### config.mk
export PLATFORM = sky130hd
export DESIGN_NAME = uart_rx_word
export DESIGN_NICKNAME = d
export VERILOG_FILES = /design/src/rtl/uart_pkg.sv /design/src/rtl/uart_rx_sync.sv /design/src/rtl/uart_rx_word.sv
export SDC_FILE = /design/constraint.sdc
export NUM_CORES = 1
export LEC_CHECK = 0
export CAP_MARGIN = 30
export CORE_UTILIZATION = 55
export CTS_CLUSTER_SIZE = 14
export DETAILED_ROUTE_END_ITERATION = 16
export PLACE_DENSITY = 0.79
export SKIP_CTS_REPAIR_TIMING = 1
export SLEW_MARGIN = 20
export SYNTH_ARGS = -nofsm -noshare
export SYNTH_HDL_FRONTEND = slang
export SYNTH_SLANG_ARGS = --single-unit
### constraint.sdc
create_clock -name i_Clock -period 3.4 [get_ports i_Clock]
set_input_delay 0.51 -clock i_Clock [delete_from_list [all_inputs] [get_ports i_Clock]]
set_output_delay 0.51 -clock i_Clock [all_outputs]
set_load 0.01 [all_outputs]
### src/rtl/uart_pkg.sv
// Shared types and constants for the 32-bit UART word receiver.
package uart_pkg;

    typedef enum logic [2:0] {
        s_IDLE      = 3'd0,
        s_START     = 3'd1,
        s_DATA      = 3'd2,
        s_STOP      = 3'd3,
        s_WAIT_NEXT = 3'd4
    } uart_rx_state_t;

    localparam int UART_CLKS_PER_BIT_DEFAULT = 434;
    localparam int UART_WORD_W               = 32;

endpackage

### src/rtl/uart_rx_sync.sv
// Two-flop synchronizer for the serial line plus a previous-value flop
// used to detect the falling (start) edge. All flops idle high so reset
// never looks like a start edge.
module uart_rx_sync (
    input  logic i_clk,
    input  logic i_rst_n,
    input  logic i_async,
    output logic o_level,
    output logic o_fall
);

    logic meta_q, meta_d;
    logic sync_q, sync_d;
    logic prev_q, prev_d;

    // Next-state of the shift chain: pin -> meta -> sync -> prev.
    always_comb begin
        meta_d = i_async;
        sync_d = meta_q;
        prev_d = sync_q;
    end

    // Chain registers, reset to the idle-high line level.
    always_ff @(posedge i_clk or negedge i_rst_n) begin
        if (!i_rst_n) begin
            meta_q <= 1'b1;
            sync_q <= 1'b1;
            prev_q <= 1'b1;
        end else begin
            meta_q <= meta_d;
            sync_q <= sync_d;
            prev_q <= prev_d;
        end
    end

    assign o_level = sync_q;
    assign o_fall  = prev_q & ~sync_q;

endmodule

### src/rtl/uart_rx_word.sv
// Receives four back-to-back 8N1 frames, least-significant byte first,
// and presents them as one 32-bit word with a single-cycle o_Rx_DV.
// Optional inter-byte timeout is compiled in with `define UART_RX_TIMEOUT_EN.
module uart_rx_word
    import uart_pkg::*;
#(
    parameter int CLKS_PER_BIT = UART_CLKS_PER_BIT_DEFAULT,
    parameter int TIMEOUT_BITS = 20
) (
    input  logic                   i_Clock,
    input  logic                   i_Rst_n,
    input  logic                   i_Rx_Serial,
    output logic                   o_Rx_DV,
    output logic [UART_WORD_W-1:0] o_Rx_Word,
    output logic                   o_Rx_Active,
    output logic                   o_Rx_Frame_Err,
    output logic                   o_Rx_Timeout
);

    localparam logic [2:0] ST_IDLE      = s_IDLE;
    localparam logic [2:0] ST_START     = s_START;
    localparam logic [2:0] ST_DATA      = s_DATA;
    localparam logic [2:0] ST_STOP      = s_STOP;
    localparam logic [2:0] ST_WAIT_NEXT = s_WAIT_NEXT;

    localparam logic [15:0] HALF_BIT = 16'((CLKS_PER_BIT - 1) / 2);
    localparam logic [15:0] FULL_BIT = 16'(CLKS_PER_BIT - 1);

    logic rx_level;
    logic rx_fall;

    logic [2:0]             state_q, state_d;
    logic [15:0]            clk_cnt_q, clk_cnt_d;
    logic [4:0]             bit_idx_q, bit_idx_d;
    logic [UART_WORD_W-1:0] rx_word_q, rx_word_d;
    logic [UART_WORD_W-1:0] out_word_q, out_word_d;
    logic                   active_q, active_d;
    logic                   dv_q, dv_d;
    logic                   ferr_q, ferr_d;

`ifdef UART_RX_TIMEOUT_EN
    localparam int TOUT_CYCLES = TIMEOUT_BITS * CLKS_PER_BIT;
    localparam int TOUT_W      = $clog2(TOUT_CYCLES);
    localparam logic [TOUT_W-1:0] TOUT_LAST = TOUT_W'(TOUT_CYCLES - 1);

    logic [TOUT_W-1:0] tout_cnt_q, tout_cnt_d;
    logic              tout_q, tout_d;
`endif

    uart_rx_sync u_sync (
        .i_clk   (i_Clock),
        .i_rst_n (i_Rst_n),
        .i_async (i_Rx_Serial),
        .o_level (rx_level),
        .o_fall  (rx_fall)
    );

    // Receive FSM: start-bit qualification, mid-bit sampling, byte/word sequencing.
    always_comb begin
        state_d    = state_q;
        clk_cnt_d  = clk_cnt_q + 16'd1;
        bit_idx_d  = bit_idx_q;
        rx_word_d  = rx_word_q;
        out_word_d = out_word_q;
        active_d   = active_q;
        dv_d       = 1'b0;
        ferr_d     = 1'b0;
`ifdef UART_RX_TIMEOUT_EN
        tout_d     = 1'b0;
`endif
        case (state_q)
            ST_IDLE: begin
                clk_cnt_d = '0;
                bit_idx_d = '0;
                if (rx_fall) begin
                    active_d = 1'b1;
                    state_d  = ST_START;
                end
            end
            ST_START: begin
                if (clk_cnt_q == HALF_BIT) begin
                    clk_cnt_d = '0;
                    if (!rx_level) begin
                        state_d = ST_DATA;
                    end else begin
                        // Glitch: a start bit that did not last half a bit.
                        // Anywhere in the word this drops the partial word.
                        active_d = 1'b0;
                        state_d  = ST_IDLE;
                    end
                end
            end
            ST_DATA: begin
                if (clk_cnt_q == FULL_BIT) begin
                    clk_cnt_d            = '0;
                    rx_word_d[bit_idx_q] = rx_level;
                    if (bit_idx_q[2:0] == 3'd7) begin
                        state_d = ST_STOP;
                    end else begin
                        bit_idx_d = bit_idx_q + 5'd1;
                    end
                end
            end
            ST_STOP: begin
                if (clk_cnt_q == FULL_BIT) begin
                    clk_cnt_d = '0;
                    if (rx_level) begin
                        if (bit_idx_q == 5'd31) begin
                            out_word_d = rx_word_q;
                            dv_d       = 1'b1;
                            active_d   = 1'b0;
                            state_d    = ST_IDLE;
                        end else begin
                            bit_idx_d = bit_idx_q + 5'd1;
                            state_d   = ST_WAIT_NEXT;
                        end
                    end else begin
                        ferr_d   = 1'b1;
                        active_d = 1'b0;
                        state_d  = ST_IDLE;
                    end
                end
            end
            ST_WAIT_NEXT: begin
                clk_cnt_d = '0;
                if (rx_fall) begin
                    state_d = ST_START;
                end
`ifdef UART_RX_TIMEOUT_EN
                else if (tout_cnt_q == TOUT_LAST) begin
                    tout_d   = 1'b1;
                    active_d = 1'b0;
                    state_d  = ST_IDLE;
                end
`endif
            end
            default: begin
                clk_cnt_d = '0;
                active_d  = 1'b0;
                state_d   = ST_IDLE;
            end
        endcase
    end

    // Control and output registers; reset returns everything to idle.
    always_ff @(posedge i_Clock or negedge i_Rst_n) begin
        if (!i_Rst_n) begin
            state_q    <= ST_IDLE;
            clk_cnt_q  <= '0;
            bit_idx_q  <= '0;
            out_word_q <= '0;
            active_q   <= 1'b0;
            dv_q       <= 1'b0;
            ferr_q     <= 1'b0;
        end else begin
            state_q    <= state_d;
            clk_cnt_q  <= clk_cnt_d;
            bit_idx_q  <= bit_idx_d;
            out_word_q <= out_word_d;
            active_q   <= active_d;
            dv_q       <= dv_d;
            ferr_q     <= ferr_d;
        end
    end

    // Assembly shift target; every bit is rewritten before it is published.
    always_ff @(posedge i_Clock) begin
        rx_word_q <= rx_word_d;
    end

`ifdef UART_RX_TIMEOUT_EN
    // Inter-byte gap counter, running only while waiting for the next start edge.
    always_comb begin
        if (state_q == ST_WAIT_NEXT && state_d == ST_WAIT_NEXT) begin
            tout_cnt_d = tout_cnt_q + TOUT_W'(1);
        end else begin
            tout_cnt_d = '0;
        end
    end

    // Timeout counter and pulse registers.
    always_ff @(posedge i_Clock or negedge i_Rst_n) begin
        if (!i_Rst_n) begin
            tout_cnt_q <= '0;
            tout_q     <= 1'b0;
        end else begin
            tout_cnt_q <= tout_cnt_d;
            tout_q     <= tout_d;
        end
    end

    assign o_Rx_Timeout = tout_q;
`else
    assign o_Rx_Timeout = 1'b0;
`endif

    assign o_Rx_DV        = dv_q;
    assign o_Rx_Word      = out_word_q;
    assign o_Rx_Active    = active_q;
    assign o_Rx_Frame_Err = ferr_q;

endmodule

; ---- After elaboration in Yosys (flattened, before gate mapping)
; Index checks and enable logic that the tools add are counted.
[word_totals]
wordCells = 83
regBits = 94
output_inout_bits = 36
input_bits = 3
[classes]
reduce_logical = 11
add_sub_neg = 2
magnitude_cmp = 2
n_mux = 35
bitwise_logic = 3
eq_ne = 19
[ops]
columns = cell, count
row1 = bitwise mux 32 bit, 1
row2 = two-way mux 16 bit, 2
row3 = one-hot mux 16 bit (2 select lines), 1
row4 = two-way mux 5 bit, 5
row5 = two-way mux 3 bit, 7
row6 = adder 16 x 1 -> 16 bit (second input constant), 1
row7 = equality test 16 x 8 -> 1 bit (second input constant), 1
row8 = equality test 16 x 9 -> 1 bit (second input constant), 1
row9 = one-hot mux 5 bit (3 select lines), 1
row10 = two-way mux 1 bit, 14
row11 = inequality test 2 bit (second input constant), 7
row12 = one-hot mux 3 bit (4 select lines), 1
row13 = AND reduction 6 bit, 2
row14 = equality test 3 x 2 -> 1 bit (second input constant), 2
row15 = equality test 3 bit (second input constant), 2
row16 = less-than comparator 5 x 6 -> 1 bit (second input constant), 1
row17 = inequality test 2 x 1 -> 1 bit (second input constant), 3
row18 = OR reduction 2 bit, 3
row19 = adder 5 x 1 -> 5 bit (second input constant), 1
row20 = demux 1 bit (select 5 bit), 1
row21 = equality test 5 bit (second input constant), 1
row22 = >= comparator 5 x 1 -> 1 bit (second input constant), 1
row23 = AND reduction 5 bit, 1
row24 = one-hot mux 1 bit (4 select lines), 1
row25 = other kinds (10), 11

; ---- Depth between registers and ports, before layout
[depth]
word_depth = 5
ltp_mapped = 7
depth_no_buf = 7

; ---- Hierarchy
; From an unflattened synthesis, not the netlist that was laid out.
[unflattened]
hier_cells = 321
area_unflattened_um2 = 4043.9
[modules_own_cells]
columns = mod, cells_per_inst, instances, area_each_um2, seq_area_each_um2
row1 = uart_rx_word, 317, 1, 3951.3, 2437.3
row2 = uart_rx_sync, 4, 1, 92.6, 78.8

; ---- Worst setup path before layout
; No wires, ideal clock.
[synth_timing]
kind = register to register
startpoint = register bit_idx_q[0]
endpoint = register bit_idx_q[1]
arrival_ns = 2.091
synth_period_minus_slack_ns = 2.217
t_required_ns = 3.274
setup_slack_ns = 1.183
n_path_buf = 0
path_stages_with_launch = 8
path_cell_list = dfrtp_1 > ha_1 > and3_1 > ha_1 > nand3b_1 > o22ai_1 > a21oi_1 > a221o_1
[synth_between]
elab_chain_len = 5
elab_cells_between_ends = 12
classes_between = add/sub (1) / eq/ne (4) / mux (6) / reduce/logical (1)
[synth_rtl]
columns = element, line_no
row1 = "start, declared", uart_rx_word.sv:34  ; logic [4:0] bit_idx_q, bit_idx_d;
row2 = "start signal, assigned", uart_rx_word.sv:158  ; bit_idx_q <= bit_idx_d;
row3 = adder 5 x 1 -> 5 bit, "uart_rx_word.sv:100, uart_rx_word.sv:114"
row4 = two-way mux 5 bit, uart_rx_word.sv:108  ; if (bit_idx_q == 5'd31) begin
row5 = two-way mux 5 bit, uart_rx_word.sv:107  ; if (rx_level) begin
row6 = two-way mux 5 bit, uart_rx_word.sv:105  ; if (clk_cnt_q == FULL_BIT) begin
row7 = one-hot mux 5 bit (3 select lines), uart_rx_word.sv:71  ; case (state_q)
; Parallel ways exist; a longest one is shown, timed or not. The select of a mux whose other input is x is not followed.
; A chain may end at the register's enable or synchronous reset.

; ---- Worst setup path after layout
[layout_timing]
startpoint = register clk_cnt_q[9]
endpoint = register rx_word_q[14] (enable)
[layout_between]
elab_chain_len = 2
[layout_rtl]
columns = element, line_no
row1 = "start, declared", uart_rx_word.sv:33  ; logic [15:0] clk_cnt_q, clk_cnt_d;
row2 = "start signal, assigned", uart_rx_word.sv:157  ; clk_cnt_q <= clk_cnt_d;
row3 = equality test 16 x 9 -> 1 bit, uart_rx_word.sv:94  ; if (clk_cnt_q == FULL_BIT) begin
row4 = AND reduction 2 bit (no source line), n/a
row5 = "end signal, assigned", uart_rx_word.sv:168  ; rx_word_q <= rx_word_d;
row6 = "end, declared", uart_rx_word.sv:35  ; logic [UART_WORD_W-1:0] rx_word_q, rx_word_d;
; No other way between the ends.

==> flow_summary.yaml <==
synth:
  synth_seq_area_share_pct: 59.7
  synth_edf_count: 32
  synth_top_area_share_pct: 35.1
  synthesis.nets: 339
  async_flop_share_pct: 66.0
  synth_area_mm2: 0.00421
  yosys_warnings: 0
  synth-main-ff-cell: "dfrtp_1"
  yosysTopAreaCell: "dfrtp_1"
  synth.avg_cell_area_um2: 12.9
  synth_seq_cells: 94
  synth.distinct_cells: 49
  synthCells: 327
  synthTopCellsByArea: "dfrtp_1 35%, edfxtp_1 23%, mux2_4 11%"
timing:
  hold_ws_ps: 120
  tightest_slew_ps: 604
  relSlewSlack_pct: 59.4
  fin_skew_ps: 9.33
  setup_viol: 0
  fin_crit_ps: 2590
  finalCritPeriodShare_pct: 76.2
  setup_ws_ps: 810
  fmax_ghz: 0.386
  finalHoldViolCount: 0
  finalSetupTns_ps: 0
  drv_slew: 0
  rsz0062_at_grt: "false"
critical_path:
  reg2reg_from: "clk_cnt_q[9]"
  worst-path-buf-inv: 0
  crit_required_ps: 3460
  endpoint_kind: "flip-flop"
  crit_chain: "or4_4 -> nor3_1 -> nand3_1 -> nor2_1"
  cp_max_fo: 8
  critPathLaunch: "clk_cnt_q[9]"
  crit_arrival_ps: 2650
  reg2reg_depth: 4
  cp_num_cells: 4
  critPathSlowestCell: "or4_4"
  crit_path_start_kind: "flip-flop"
  crit_family: "simple AND/OR/NAND/NOR gates"
  crit_type: "flip-flop to flip-flop"
  crit_path_max_incr_delay_ps: 590
pwr:
  p_leak_nw: 2.09
  pwr-share-clk_pct: 33.6
  p_comb_share_pct: 12.0
  vdd_drop_max_v: 0.000390
  p_int_w: 0.00175
  seqPwrFrac_pct: 54.5
  powerDensity_mw_per_mm2: 492
  power_switching_w: 0.000644
  p_sw_share_pct: 26.9
layout:
  ff_latch_area_mm2: 0.00252
  area_growth_syn_to_layout_pct: 15.7
  nFillCells: 513
  fin_util_pct: 66.5
  final_nets: 377
  multi_input_area_mm2: 0.00157
  n_antenna_cell: 0
  drive_gt1_share_pct: 17.6
clock_tree:
  clock_sinks: 94
  path_clk_slew_ps: 90
  insertion_delay_ps: 360
  cts_tree: "done"
  numCtsBuffers: 9
  htreeDepth: 3
  clockBufferDepth: 2
  cts-root-buf: "clkbuf_8"
floorplan:
  start_util_pct: 57.5
  die_h_um: 89.5
  coreArea_mm2: 0.00733
  design.die.area_mm2: 0.00801
  die_w_um: 89.5
  num_rows: 31
  num_io_pins: 39
job:
  drv_cap: 0
drt:
  wl_per_cell_um: 15.8
  antenna_left: 0
  drt_iter0_drc: 111
  dr.pass1.iters: 5
  via_count: 2599
  via_per_inst: 5.55
  drc: 0
  routed_wl_um: 7410
outcome:
  status: "finished clean"
global_route:
  grt_usage_pct: 21.2
  grt_pass1_vias: 2522
  grt-ovfl-total: 0
  grt_pass1_wl_um: 12400
  grt_max_degree: 39
  antenna_found_initial: 0
worst_hold_path:
  hold_class: "input port to asynchronous set/reset pin"
place:
  place_ws_ps: 817
  portBuffers: 37
  globalplace.congestion: 0.843
  hpwlAfterDp_um: 4990
-- registers in the layout, summed over array words and instances (netlist names) --
| signal | count |
|---|---|
| u_sync.o_level | 1 |
| rx_word_q | 32 |
| u_sync.prev_q | 1 |
| bit_idx_q | 5 |
| state_q | 3 |
| o_Rx_DV | 1 |
| clk_cnt_q | 16 |
| u_sync.meta_q | 1 |
| o_Rx_Word | 32 |
| o_Rx_Frame_Err | 1 |
| o_Rx_Active | 1 |
-- worst register-to-register path: stages (launching register included) --
cell and delay, ps:
dfrtp_1 460, or4_4 590, nor3_1 480, nand3_1 450
nor2_1 310
-- power by group through the flow --
stage / Sequential [W] / Clock (W) / Combinational [W]
4_1_cts: 0.00131 / 0.000817 / 0.000287
5_1_grt: 0.00132 / 0.000859 / 0.000330
3_3_place_gp: 0.00132 / 0 / 0.000266
2_1_floorplan: 0.00129 / 0 / 0.000253
3_5_place_dp: 0.00133 / 0 / 0.000286
6_report: 0.00131 / 0.000805 / 0.000287
-- synthesized netlist by cell type (all sizes together), types with 4 or more instances --
library cell,count
and2,4
inv,8
edfxtp,32
mux2,32
nand2,9
nand3b,4
ha,9
nor3,4
nand3,12
nand4,7
dfrtp,59
or3b,5
nor2,58
xnor2,12
buf,8
clkbuf,7
nor4,8
a21oi,8
-- placed cells by master, fill, tap and decap left out, types with 2 or more instances in the layout --
cell	n
nand3_1	12
a211oi_1	3
dfstp_2	3
or3b_2	5
nor2_1	58
buf_4	4
o21ai_0	3
nor4_1	7
a21oi_1	8
nand3b_1	4
and4_1	2
bufinv_16	2
nor3_1	4
and3_1	3
edfxtp_1	32
or2_2	2
mux2_4	30
a221o_1	3
a22oi_1	2
clkdlybuf4s50_1	36
and2_1	4
or4_1	2
ha_1	9
nand2_1	9
nand4_1	6
mux2_2	2
o31ai_1	2
xor2_1	2
clkbuf_8	9
inv_1	8
dfrtp_1	59
xnor2_1	12
-- stage by stage --
step | total power, W | cells | instance area (µm²)
after floorplan | 0.00154 | 327 | 4210
after global placement | 0.00159 | 452 | 4640
after detailed placement | 0.00161 | 453 | 4660
after CTS | 0.00241 | 468 | 4870
after global routing | 0.00251 | 468 | 4870
final | 0.00240 | 468 | 4870
-- layer usage --
layer	track usage (%)	up-vias	wire length [µm]
met5	0	-	0
met4	7.07	0	114
met3	6.19	14	329
met2	34.5	74	3540
met1	27.5	1269	3420
li1	-	1242	-
-- cell families after synthesis --
| family | synth area share (%) |
|---|---|
| buffers and inverters | 2.88 |
| AND/OR/NAND/NOR | 16.1 |
| adder cells (fa/ha/maj) | 2.67 |
| other | 0.0890 |
| XOR/XNOR | 2.91 |
| AO/OA/AOI/OAI | 4.40 |
| multiplexers | 11.2 |
| flip-flops | 59.7 |
-- final timing paths --
| kind | endpoint | slack, ps |
|---|---|---|
| min in group i_Clock | u_sync.o_level | 360 |
| worst min register to register | u_sync.o_level | 360 |
| worst max-delay path | rx_word_q[14] | 810 |
| worst min-delay path | o_Rx_Word[10] | 120 |
| worst max register to register | rx_word_q[14] | 810 |
| max in group asynchronous | clk_cnt_q[14] | 2510 |
-- area by class of cell --
class	count	share of cell area, %
well taps	99	2.54
multi-input cells	210	32.3
repair buffers	42	8.53
inverters	8	0.616
clock buffers	10	2.62
clock inverters	5	1.75
flip-flops and latches	94	51.6
Power figures use the tool's default switching activity.
